<file path="config.mk">
export PLATFORM = sky130hd
export DESIGN_NAME = muldiv_unit
export DESIGN_NICKNAME = d
export VERILOG_FILES = /design/src/rtl/mdu_pkg.sv /design/src/rtl/muldiv_core.sv /design/src/rtl/muldiv_unit.sv
export SDC_FILE = /design/constraint.sdc
export NUM_CORES = 1
export LEC_CHECK = 0
export BUFFER_PORTS_ARGS = -buffer_cell sky130_fd_sc_hd__buf_2
export CAP_MARGIN = 10
export CORE_MARGIN = 5
export CORE_UTILIZATION = 45
export CTS_CLUSTER_SIZE = 20
export DETAILED_ROUTE_END_ITERATION = 6
export PLACE_DENSITY = 0.74
export SLEW_MARGIN = 5
export SYNTH_ARGS = -nofsm -noshare
export SYNTH_HDL_FRONTEND = slang
export SYNTH_SLANG_ARGS = --single-unit
</file>
<file path="constraint.sdc">
create_clock -name clk -period 3.9 [get_ports clk]
set_clock_uncertainty 0.15 [all_clocks]
set_input_delay 0.78 -clock clk [delete_from_list [all_inputs] [get_ports clk]]
set_output_delay 0.78 -clock clk [all_outputs]
set_load 0.1 [all_outputs]
</file>
<file path="src/rtl/mdu_pkg.sv">
// Shared types and constants for the HI/LO multiply/divide unit.
package mdu_pkg;

  localparam int MDU_XLEN = 32;

  typedef enum logic [1:0] {
    OP_MULT  = 2'd0,
    OP_MULTU = 2'd1,
    OP_DIV   = 2'd2,
    OP_DIVU  = 2'd3
  } mdu_op_t;

  typedef enum logic [1:0] {
    S_IDLE = 2'd0,
    S_MUL  = 2'd1,
    S_DIV  = 2'd2,
    S_FIX  = 2'd3
  } mdu_state_t;

endpackage

</file>
<file path="src/rtl/muldiv_core.sv">
// Accumulator datapath for the multiply/divide unit: one shift-add or one
// restoring-divide step per cycle on a 2*XLEN accumulator.
// Optional feature: MDU_FAST_MULT_EN loads the full product in one cycle.
module muldiv_core #(
  parameter int XLEN = 32
) (
  input  logic              clk,
  input  logic              load,
  input  logic              load_div,
  input  logic              step,
  input  logic              step_div,
  input  logic [XLEN-1:0]   a,
  input  logic [XLEN-1:0]   b,
  output logic [2*XLEN-1:0] acc
);

  logic [XLEN-1:0] b_q;
  logic [XLEN:0]   sum;
  logic [XLEN:0]   rsh;
  logic [XLEN:0]   diff;

  // Multiply: add multiplicand into the upper half (carry kept in bit XLEN).
  assign sum  = {1'b0, acc[2*XLEN-1:XLEN]} + {1'b0, b_q};
  // Divide: partial remainder shifted left with the next dividend bit, then trial-subtracted.
  assign rsh  = acc[2*XLEN-1:XLEN-1];
  assign diff = rsh - {1'b0, b_q};

  // Load operands on issue, then advance one multiply or divide step per cycle.
  always_ff @(posedge clk) begin
    if (load) begin
      b_q <= b;
      if (load_div) begin
        acc <= {{XLEN{1'b0}}, a};
      end else begin
`ifdef MDU_FAST_MULT_EN
        acc <= {{XLEN{1'b0}}, a} * {{XLEN{1'b0}}, b};
`else
        acc <= {{XLEN{1'b0}}, a};
`endif
      end
    end else if (step) begin
      if (step_div) begin
        if (!diff[XLEN]) begin
          acc <= {diff[XLEN-1:0], acc[XLEN-2:0], 1'b1};
        end else begin
          acc <= {rsh[XLEN-1:0], acc[XLEN-2:0], 1'b0};
        end
      end else begin
        if (acc[0]) begin
          acc <= {sum, acc[XLEN-1:1]};
        end else begin
          acc <= {1'b0, acc[2*XLEN-1:1]};
        end
      end
    end
  end

endmodule

</file>
<file path="src/rtl/muldiv_unit.sv">
// Iterative MIPS HI/LO multiply/divide unit (MULT, MULTU, DIV, DIVU, MTHI, MTLO).
// Operands are reduced to magnitudes on issue, processed by muldiv_core, and
// the recorded signs are applied in the FIX state before HI/LO are written.
// Optional feature: MDU_FAST_MULT_EN gives single-cycle multiplies (IDLE -> FIX).
module muldiv_unit
  import mdu_pkg::*;
#(
  parameter int XLEN = MDU_XLEN
) (
  input  logic            clk,
  input  logic            reset,
  input  logic            start_e,
  input  mdu_op_t         op_e,
  input  logic [XLEN-1:0] srca_e,
  input  logic [XLEN-1:0] srcb_e,
  input  logic            mthi_e,
  input  logic            mtlo_e,
  output logic [XLEN-1:0] hi,
  output logic [XLEN-1:0] lo,
  output logic            busy_e,
  output logic            done
);

  localparam int CNT_W = $clog2(XLEN) + 1;

  mdu_state_t        state;
  logic [CNT_W-1:0]  cnt;
  logic              neg_q;
  logic              neg_r;
  logic              is_div_q;
  logic              dz_q;
  logic [XLEN-1:0]   dz_hi;

  logic              sa;
  logic              sb;
  logic              is_signed;
  logic              is_div;
  logic              div_zero;
  logic [XLEN-1:0]   a_mag;
  logic [XLEN-1:0]   b_mag;
  logic              issue;
  logic [2*XLEN-1:0] acc;

  function automatic logic [XLEN-1:0] neg_if(input logic [XLEN-1:0] v, input logic n);
    return n ? (~v + 1'b1) : v;
  endfunction

  function automatic logic [2*XLEN-1:0] neg_if2(input logic [2*XLEN-1:0] v, input logic n);
    return n ? (~v + 1'b1) : v;
  endfunction

  assign sa        = srca_e[XLEN-1];
  assign sb        = srcb_e[XLEN-1];
  assign is_signed = (op_e == OP_MULT) || (op_e == OP_DIV);
  assign is_div    = (op_e == OP_DIV) || (op_e == OP_DIVU);
  assign div_zero  = is_div && (srcb_e == '0);
  assign a_mag     = neg_if(srca_e, is_signed && sa);
  assign b_mag     = neg_if(srcb_e, is_signed && sb);
  assign issue     = (state == S_IDLE) && start_e;

  // The hazard unit must see busy in the issue cycle itself, hence combinational.
  assign busy_e    = start_e | (state != S_IDLE);

  muldiv_core #(.XLEN(XLEN)) u_core (
    .clk      (clk),
    .load     (issue),
    .load_div (is_div),
    .step     ((state == S_MUL) || (state == S_DIV)),
    .step_div (state == S_DIV),
    .a        (a_mag),
    .b        (b_mag),
    .acc      (acc)
  );

  // Divide-by-zero keeps the raw dividend for HI.
  always_ff @(posedge clk) begin
    if (issue) dz_hi <= srca_e;
  end

  // Control FSM, iteration counter, sign fix and HI/LO registers.
  always_ff @(posedge clk) begin
    if (reset) begin
      state    <= S_IDLE;
      cnt      <= '0;
      hi       <= '0;
      lo       <= '0;
      done     <= 1'b0;
      neg_q    <= 1'b0;
      neg_r    <= 1'b0;
      is_div_q <= 1'b0;
      dz_q     <= 1'b0;
    end else begin
      done <= 1'b0;
      case (state)
        S_IDLE: begin
          if (start_e) begin
            neg_q    <= is_signed && (sa ^ sb);
            neg_r    <= is_signed && (is_div ? sa : (sa ^ sb));
            is_div_q <= is_div;
            dz_q     <= div_zero;
            cnt      <= CNT_W'(XLEN);
            if (is_div) begin
              if (div_zero) begin
                state <= S_FIX;
                done  <= 1'b1;
              end else begin
                state <= S_DIV;
              end
            end else begin
`ifdef MDU_FAST_MULT_EN
              state <= S_FIX;
              done  <= 1'b1;
`else
              state <= S_MUL;
`endif
            end
          end else begin
            if (mthi_e) hi <= srca_e;
            if (mtlo_e) lo <= srca_e;
          end
        end
        S_MUL, S_DIV: begin
          cnt <= cnt - 1'b1;
          if (cnt == CNT_W'(1)) begin
            state <= S_FIX;
            done  <= 1'b1;
          end
        end
        S_FIX: begin
          if (dz_q) begin
            hi <= dz_hi;
            lo <= '1;
          end else if (is_div_q) begin
            lo <= neg_if(acc[XLEN-1:0], neg_q);
            hi <= neg_if(acc[2*XLEN-1:XLEN], neg_r);
          end else begin
            {hi, lo} <= neg_if2(acc, neg_q);
          end
          state <= S_IDLE;
        end
        default: state <= S_IDLE;
      endcase
    end
  end

endmodule
</file>
After elaboration in Yosys (flattened, before gate mapping). Cells that the tools add are included.

Register bits after elaboration: 205. Latch bits: 0. Bits in writable memories: 0. ROM bits: 0. Input port bits: 71. Output and inout bits: 66. Logic and storage cells: 94. Memories: 0.

$add $sub $neg: 8. Multipliers: 0. Divide/modulo/power cells: 0. $lt $le $gt $ge: 0. Eq/ne operators: 11. Shifts and indexed selects: 0. Mux-type cells: 33. Bitwise logic cells: 7. Reductions and logical operators: 22.

Operators with widths (count): 32-bit two-way mux (14); 64-bit two-way mux (4); 32-bit by 1-bit adder with 32-bit output, second input constant (4); 32-bit NOT (4); 32-bit case mux with 2 select lines (2); 64-bit by 1-bit adder with 64-bit output, second input constant (1); 64-bit NOT (1); 32-bit by 32-bit adder with 33-bit output (1); 33-bit by 32-bit subtractor with 33-bit output (1); 32-bit zero test (1); 6-bit case mux with 2 select lines (1); 2-bit inequality test, second input constant (5); 2-bit equality test, second input constant (4); 2-bit nonzero test (4); 6-bit by 1-bit equality test with 1-bit output, second input constant (1); 1-bit logical AND (6); 1-bit two-way mux (6); 2-bit two-way mux (3); 6-bit two-way mux (1); 2-bit case mux with 3 select lines (1); 2-bit AND reduction (3); 3-bit AND reduction (2); 6-bit by 1-bit subtractor with 6-bit output, second input constant (1); 2-bit zero test (2); 6 further kinds (8).

Logic depth before layout (Yosys ltp). Gate-level depths: netlist (run 1).

Depth in word-level cells: 7. Mapped depth: 14. Depth with buffers taken out: 12.

Modules after synthesis. A second synthesis (run 1) with hierarchy kept.

Cells, all modules: 1963. Area total of the unflattened synthesis: 16279.4 µm².

Modules (own cells, without submodules): muldiv_unit (times used 1, cells each 1034, area each 8170.3 µm²); muldiv_core (times used 1, cells each 929, area each 8109.0 µm²).

Worst setup path before layout (run 1). No wires, ideal clock.

Path type: input port to flip-flop. Start: in start_e. End: reg u_core.acc[1], data pin. Setup time: 372 ps. Arrival time: 3284 ps. Data required time: 3378 ps. Path slack: 95 ps. Cell stages on the path: 5. Path buffers: 2. Cells stage by stage: nand2_1 > inv_1 > clkbuf_1 > buf_1 > a31oi_1.

Cells in the longest elaborated chain, start to end: 2.

RTL lines: start: declaration (line muldiv_unit.sv:12) `input logic start_e,`; 1-bit logical AND (line muldiv_unit.sv:59) `assign issue = (state == S_IDLE) && start_e;`; named net issue (line muldiv_unit.sv:41) `logic issue;`; 32-bit two-way mux (line muldiv_core.sv:30) `if (load) begin`; end signal: assignment (line muldiv_core.sv:33) `acc <= {{XLEN{1'b0}}, a};`; end signal: assignment (line muldiv_core.sv:38) `acc <= {{XLEN{1'b0}}, a};`; end signal: assignment (line muldiv_core.sv:44) `acc <= {diff[XLEN-1:0], acc[XLEN-2:0], 1'b1};`; end: declaration (line muldiv_core.sv:14) `output logic [2*XLEN-1:0] acc`.

The timed path passes the listed nets, and every way through them passes these cells. A chain may end at the register's enable or synchronous reset.

Worst setup path after layout (run 1).
Start: reg u_core.acc[32]. End: reg u_core.acc[39].

Cells in the longest elaborated chain, start to end: 3.

RTL lines: 33-bit by 32-bit subtractor with 33-bit output / 32-bit by 32-bit adder with 33-bit output (equally long branches) (line muldiv_core.sv:26, muldiv_core.sv:23); 64-bit two-way mux, on equally long branches (line muldiv_core.sv:43, muldiv_core.sv:49); 64-bit two-way mux (*) (line muldiv_core.sv:42) `if (step_div) begin`.

Mark *: on every way between the ends. The rest lies on a longest branch, timed or not.

==> results of run 1 <==
## power by group
| group | internal (mW) | leakage [nW] | switching [mW] |
|---|---|---|---|
| clock network | 1.29 | 0.373 | 0.975 |
| registers | 3.09 | 1.82 | 0.586 |
| logic | 3.06 | 5.02 | 5.77 |
## registers in the layout, indices dropped and copies added, names as in the netlist, 2 cells and up
name / flops
state: 2
cnt: 6
u_core.b_q: 32
dz_hi: 32
u_core.acc: 64
lo: 32
hi: 32
## cells in the mapped netlist, drive strengths merged, types with 11 or more instances
library cell  count  area (µm²)
a31oi            27       168.9
o21a             14       105.1
nor2            165       619.3
nand2b           17       108.9
edfxtp           96        2883
o22ai            13       81.33
a211oi           32       240.2
nor4             28       227.7
o31ai            18       148.9
xnor2           109       954.7
nor2b            18       112.6
inv              70       262.8
buf              37       251.5
xor2             68       595.6
or2              11       68.82
or3              22       150.1
dfxtp           109        2182
or4              13       108.9
nor3             39       217.7
nand4            17       106.4
a21oi           153       765.7
clkbuf           86       341.6
nand3            27       135.1
o211ai           25       187.7
nand2           194       728.2
and3             13       81.33
ha               75       938.4
o21ai           141       713.2
o221ai           40       350.3
a21o             38       285.3
mux2i            55       550.5
## layout by cell type, fill, tap and decap left out, drive strengths merged, types with 18 or more instances in the layout
master / synthesis / layout
dfxtp: 109 / 109
a21oi: 153 / 153
a31oi: 27 / 27
nor4: 28 / 28
nor3: 39 / 39
inv: 70 / 71
o21ai: 141 / 141
ha: 75 / 75
o31ai: 18 / 18
nor2b: 18 / 18
a211oi: 32 / 32
buf: 37 / 208
nand3: 27 / 27
nand2: 194 / 194
o211ai: 25 / 25
mux2i: 55 / 55
xnor2: 109 / 109
clkbuf: 86 / 36
nor2: 165 / 165
a21o: 38 / 38
o221ai: 40 / 40
or3: 22 / 22
xor2: 68 / 68
edfxtp: 96 / 96
## cell type report
type                       instances  area (µm²)  share of cell area, %
sequential                       205        5065                  28.28
clock inverter                    10       70.07                 0.3913
timing repair buffer             208        1234                  6.889
multi-input combinational       1507        9987                  55.77
clock buffer                      36       718.2                  4.010
inverter                          70       265.3                  1.481
tap                              455       569.3                  3.179
## tightest hold or removal path: cells and delay by family (launching register included)
kind             cells  cell delay (ps)
AND/OR/NAND/NOR      2               90
flip-flops           1              310
## path summary, 6_finish.rpt
path	to	slack, ps	startpoint	cells past startpoint
worst max-delay path	u_core.acc[39]	240	u_core.acc[32]	12
worst min-delay path	hi[7]	290	hi[7]	2
worst max register to register	u_core.acc[39]	240	u_core.acc[32]	12
worst min register to register	hi[7]	290	hi[7]	2
## through the flow
stage | worst slack [ps] | hold slack, ps | area, µm²
final | 236.0 | 291.3 | 17910
after detailed placement | 305.0 | 284.9 | 17120
after global placement | 366.8 | 278.7 | 17120
after global routing | 53.68 | 305.6 | 17910
after floorplan | 94.85 | 326.4 | 15910
after CTS | 289.4 | 294.1 | 17910
## layer usage
| layer | up-vias | track usage [%] | part of all wire [%] |
|---|---|---|---|
| met5 | - | 0 | 0.013 |
| met4 | 2 | 8.952 | 3.5 |
| met3 | 121 | 4.033 | 8.8 |
| met2 | 706 | 40.47 | 44 |
| met1 | 7314 | 35.35 | 43 |
| li1 | 7265 | - | - |
## kinds of logic after synthesis
| family | Yosys count |
|---|---|
| flops | 205 |
| compound gates | 597 |
| xor+xnor | 177 |
| fa+ha+maj | 77 |
| mux | 61 |
| simple gates | 595 |
| buf+inv | 194 |
==> metrics.txt, run 1 <==
status complete, but fails checks; failing checks design-rule violations; layout cells sized above 1 14.64%; WP buf/inv 2; multiplexer share of the synthesized area 3.886%; Root Buffer clkbuf_16; largest family of logic cells by synthesized area compound AO/OA/AOI/OAI gates; Core Area 34710 µm²; global route total overflow 0; Inserted Diodes 0; Post-synth ARST share 0%; wire per inst 20.91 µm; Post-synth EDFFs 96; Die Y 198 µm; CP startpoint kind register; family with the most delay on the worst path compound AO/OA/AOI/OAI gates; Post-Synth Simple-Gate Area 18.34%; worst path required time 4170 ps; post-detailed-route count of antenna-violating nets 0; antenna violations before repair 1; P&R area growth vs syn 12.59%; max cap viols 0; 1st-iter DRT viols 1317; Slew headroom 21.63%; CTS tree yes; number of global-route vias before repair 14517; Final Hold Vio Count 0; xor/xnor share of the synthesized area 9.747%; crit-path max FO 20; register area share after synthesis 31.84%; CP max-delay cell fa_1; Power Density 824.4 nW/µm²; # clock sinks 205; site row count 68; synthesis-stage register bit count 205; Worst Setup Path Type reg -> reg; Worst-Skew Late Latency 540 ps; Clock transition at path regs 60 ps; Cell Area, Synth 15910 µm²; largest net degree at the start of global routing 93; Final Critical Period 3664 ps; first-pass GRT wire length 81080 µm; Max Clk Rate 0.2729 GHz; routed via count 15408; CP peak stage delay 470 ps; Setup Viol. Count Final 0; Setup crit end kind register; Avg Cell Area, Syn 8.345 µm²; CP arrival 3940 ps; syn nets 2054; Setup Buffers After CTS 0; fillers 3287; RSZ-0062 raised after global routing no; Finished Layout Cells 2491; measured slew at the worst slew-check pin 1173 ps; Final #Nets 2165; crit-path cells inv_1, fa_1, nand2b_1, a21oi_1, o21bai_1, a2111o_1, nand4_1, nand2_2, buf_4, mux2i_1, nor2_1, a311o_1; gpl congestion 0.9494; DRC errors left 2; CTS H-tree depth 1; final core occ 51.59%; Synth Area in Adders 6.152%; Hold-fix buffers, CTS 0; total power 14.76 mW; full die area 39200 µm²; TritonCTS buffer count 25; top_reg_cell synth dfxtp_1; clk buf depth 3; Die X 198 µm; Leak Pwr 7.218 nW; Yosys Warn Count 0; Post-Place Cells 2445; synth unique cells 89; worst hold path type reg -> reg; number of port buffers 136; Via density 6.185; Ports 137; final period utilization 93.95%; Compound-Gate Fraction of Synth Area 24.59%; worst vdd ir 0.4600 mV; Final Max Slew Viols 0; HPWL after DPL 39420 µm; post-route setup TNS 0 ps; Post-Synthesis Cells 1906; post-cts repair resize count 0; total wire length 52080 µm; Starting Density 45.82%; 1st-pass router iterations 7; Total GRT Usage 25.47%
Power figures use the tool's default switching activity.
==> inputs of run 2 (changes only) <==
--- a/config.mk
+++ b/config.mk
@@ -11,7 +11,7 @@
 export CORE_UTILIZATION = 45
 export CTS_CLUSTER_SIZE = 20
 export DETAILED_ROUTE_END_ITERATION = 6
-export PLACE_DENSITY = 0.74
+export PLACE_DENSITY = 0.72
 export SLEW_MARGIN = 5
 export SYNTH_ARGS = -nofsm -noshare
 export SYNTH_HDL_FRONTEND = slang
==> run 2 against run 1 <==
  * Combinational power grew 1%
  * The run still ends with design-rule violations left
  * Routed wire length rose by 2.4%
  * Worst setup slack better by 5.1 ps
  * Worst hold slack improved by 5.3 ps
  * Critical endpoint is now u_core.acc[63]
  * Fmax increased by 0.14%
  * Die area did not move
  * Non-clock buffer count grew 4
  * Global-route usage increased by 0.52 points
==> metrics.txt, run 2 (same netlist as run 1, synthesis figures left out) <==
global route total overflow 0 (unchanged); hold slack 296.6 ps (+5.281 ps); Hold-fix buffers, CTS 0 (unchanged); Core Area 34710 µm² (unchanged); 1st-iter DRT viols 1359 (+3.2%); routed via count 15493 (+0.55%); P&R area growth vs syn 12.95%; Post-Place Cells 2449 (+0.16%); Finished Layout Cells 2490 (-0.040%); Starting Density 45.82% (unchanged); Setup crit end kind register; Total GRT Usage 25.99% (+0.52 points); clk buf depth 3 (unchanged); full die area 39200 µm² (unchanged); fillers 3313 (+0.79%); max cap viols 0 (unchanged); CP startpoint kind register; total wire length 53310 µm (+2.4%); R2R cell count 12 (unchanged); site row count 68 (unchanged); worst hold path type reg -> reg; Setup Buffers After CTS 0 (unchanged); largest net degree at the start of global routing 98 (+5.4%); final period utilization 93.82% (-0.13 points); number of global-route vias before repair 14578 (+0.42%); most common cell after layout, fill and taps aside nand2_1; layout cells sized above 1 14.59% (-0.042 points); HPWL after DPL 40740 µm (+3.3%); Die Y 198 µm (unchanged); Max Clk Rate 0.2733 GHz (+0.14%); CP arrival 3970 ps (+30 ps); RSZ-0062 raised after global routing no; Via density 6.222 (+0.59%); DRC errors left 5 (+3); Power Density 833.3 nW/µm² (+1.1%); Biggest register u_core.acc; Worst Setup Path Type reg -> reg; Die X 198 µm (unchanged); Setup Viol. Count Final 0 (unchanged); failing checks design-rule violations; first-pass GRT wire length 82030 µm (+1.2%); number of port buffers 136 (unchanged); post-cts repair resize count 0 (unchanged); status complete, but fails checks; Final Hold Vio Count 0 (unchanged); post-detailed-route count of antenna-violating nets 0 (unchanged); TritonCTS buffer count 25 (unchanged); WHS Path Cells 2 (unchanged); Clock transition at path regs 60 ps (about the same); Final Max Slew Viols 0 (unchanged); # clock sinks 205 (unchanged); Root Buffer clkbuf_16; max FFs per register 64 (unchanged); Leak Pwr 7.265 nW (+0.66%); wire per inst 21.41 µm (+2.4%); measured slew at the worst slew-check pin 991.7 ps (-181.4 ps); CTS tree yes; Ports 137 (unchanged); worst vdd ir 0.4758 mV (+3.4%); Final #Nets 2169 (+0.18%); antenna violations before repair 0 (-1); Slew headroom 33.89% (+12 points); CTS H-tree depth 1 (unchanged); gpl congestion 0.9680 (+2.0%); most frequent cells in the layout 193 x nand2_1, 165 x nor2_1, 152 x a21oi_1; post-route setup TNS 0 ps (unchanged); Worst-Skew Late Latency 560 ps (+20 ps); crit-path max FO 28 (+40%); Inserted Diodes 0 (unchanged); Final Critical Period 3659 ps (-5.147 ps); 1st-pass router iterations 7 (unchanged); worst path required time 4210 ps (+40 ps)
run 2: critical path, cell delays in order, from the launching register on:
cell and delay (ps):
edfxtp_1 360, inv_1 50, ha_1 210, fa_1 410, nand2b_1 180, a21oi_1 350
o21bai_1 200, a2111o_1 450, nand4_1 160, nand2_2 190, buf_12 230, or3b_1 390
a211oi_1 210
run 2: layout make-up:
| cell class | count | area (µm²) | share of cell area (%) |
|---|---|---|---|
| multi-input cells | 1507 | 9987 | 55.59 |
| clock inverters | 5 | 62.56 | 0.3482 |
| inverters | 70 | 265.3 | 1.477 |
| clock buffers | 36 | 739.5 | 4.116 |
| well taps | 455 | 569.3 | 3.169 |
| repair buffers | 212 | 1276 | 7.104 |
| flip-flops and latches | 205 | 5065 | 28.19 |
run 2: final timing paths:
path / from / to / slack (ps)
min reg2reg: lo[24] / lo[24] / 300
max reg2reg: u_core.acc[31] / u_core.acc[63] / 240
min: lo[24] / lo[24] / 300
max: u_core.acc[31] / u_core.acc[63] / 240
run 2: metal layers:
metal | wire length (µm) | share of wire, % | vias up | track usage [%]
met4 | 2497 | 4.7 | 0 | 10.38
met3 | 4953 | 9.3 | 137 | 4.424
li1 | - | - | 7269 | -
met2 | 23650 | 44 | 761 | 41.62
met5 | 0 | 0 | - | 0
met1 | 22210 | 42 | 7326 | 35.08
run 2: power breakdown:
part | switching (mW) | internal (mW)
Combinational | 5.87 | 3.10
Sequential | 0.586 | 3.09
Clock | 0.950 | 1.38
run 2: stage by stage:
step / power, mW / cell area (µm²) / worst slack (ps) / util [%]
floorplan: 10.03 / 15910 / 94.85 / -
finish: 14.97 / 17960 / 241.1 / 51.75
detailed placement: 12.47 / 17160 / 255.9 / 49.44
CTS: 14.81 / 17960 / 301.7 / 51.75
global placement: 12.31 / 17160 / 368.0 / 49.44
global route: 15.85 / 17960 / 86.36 / 51.75
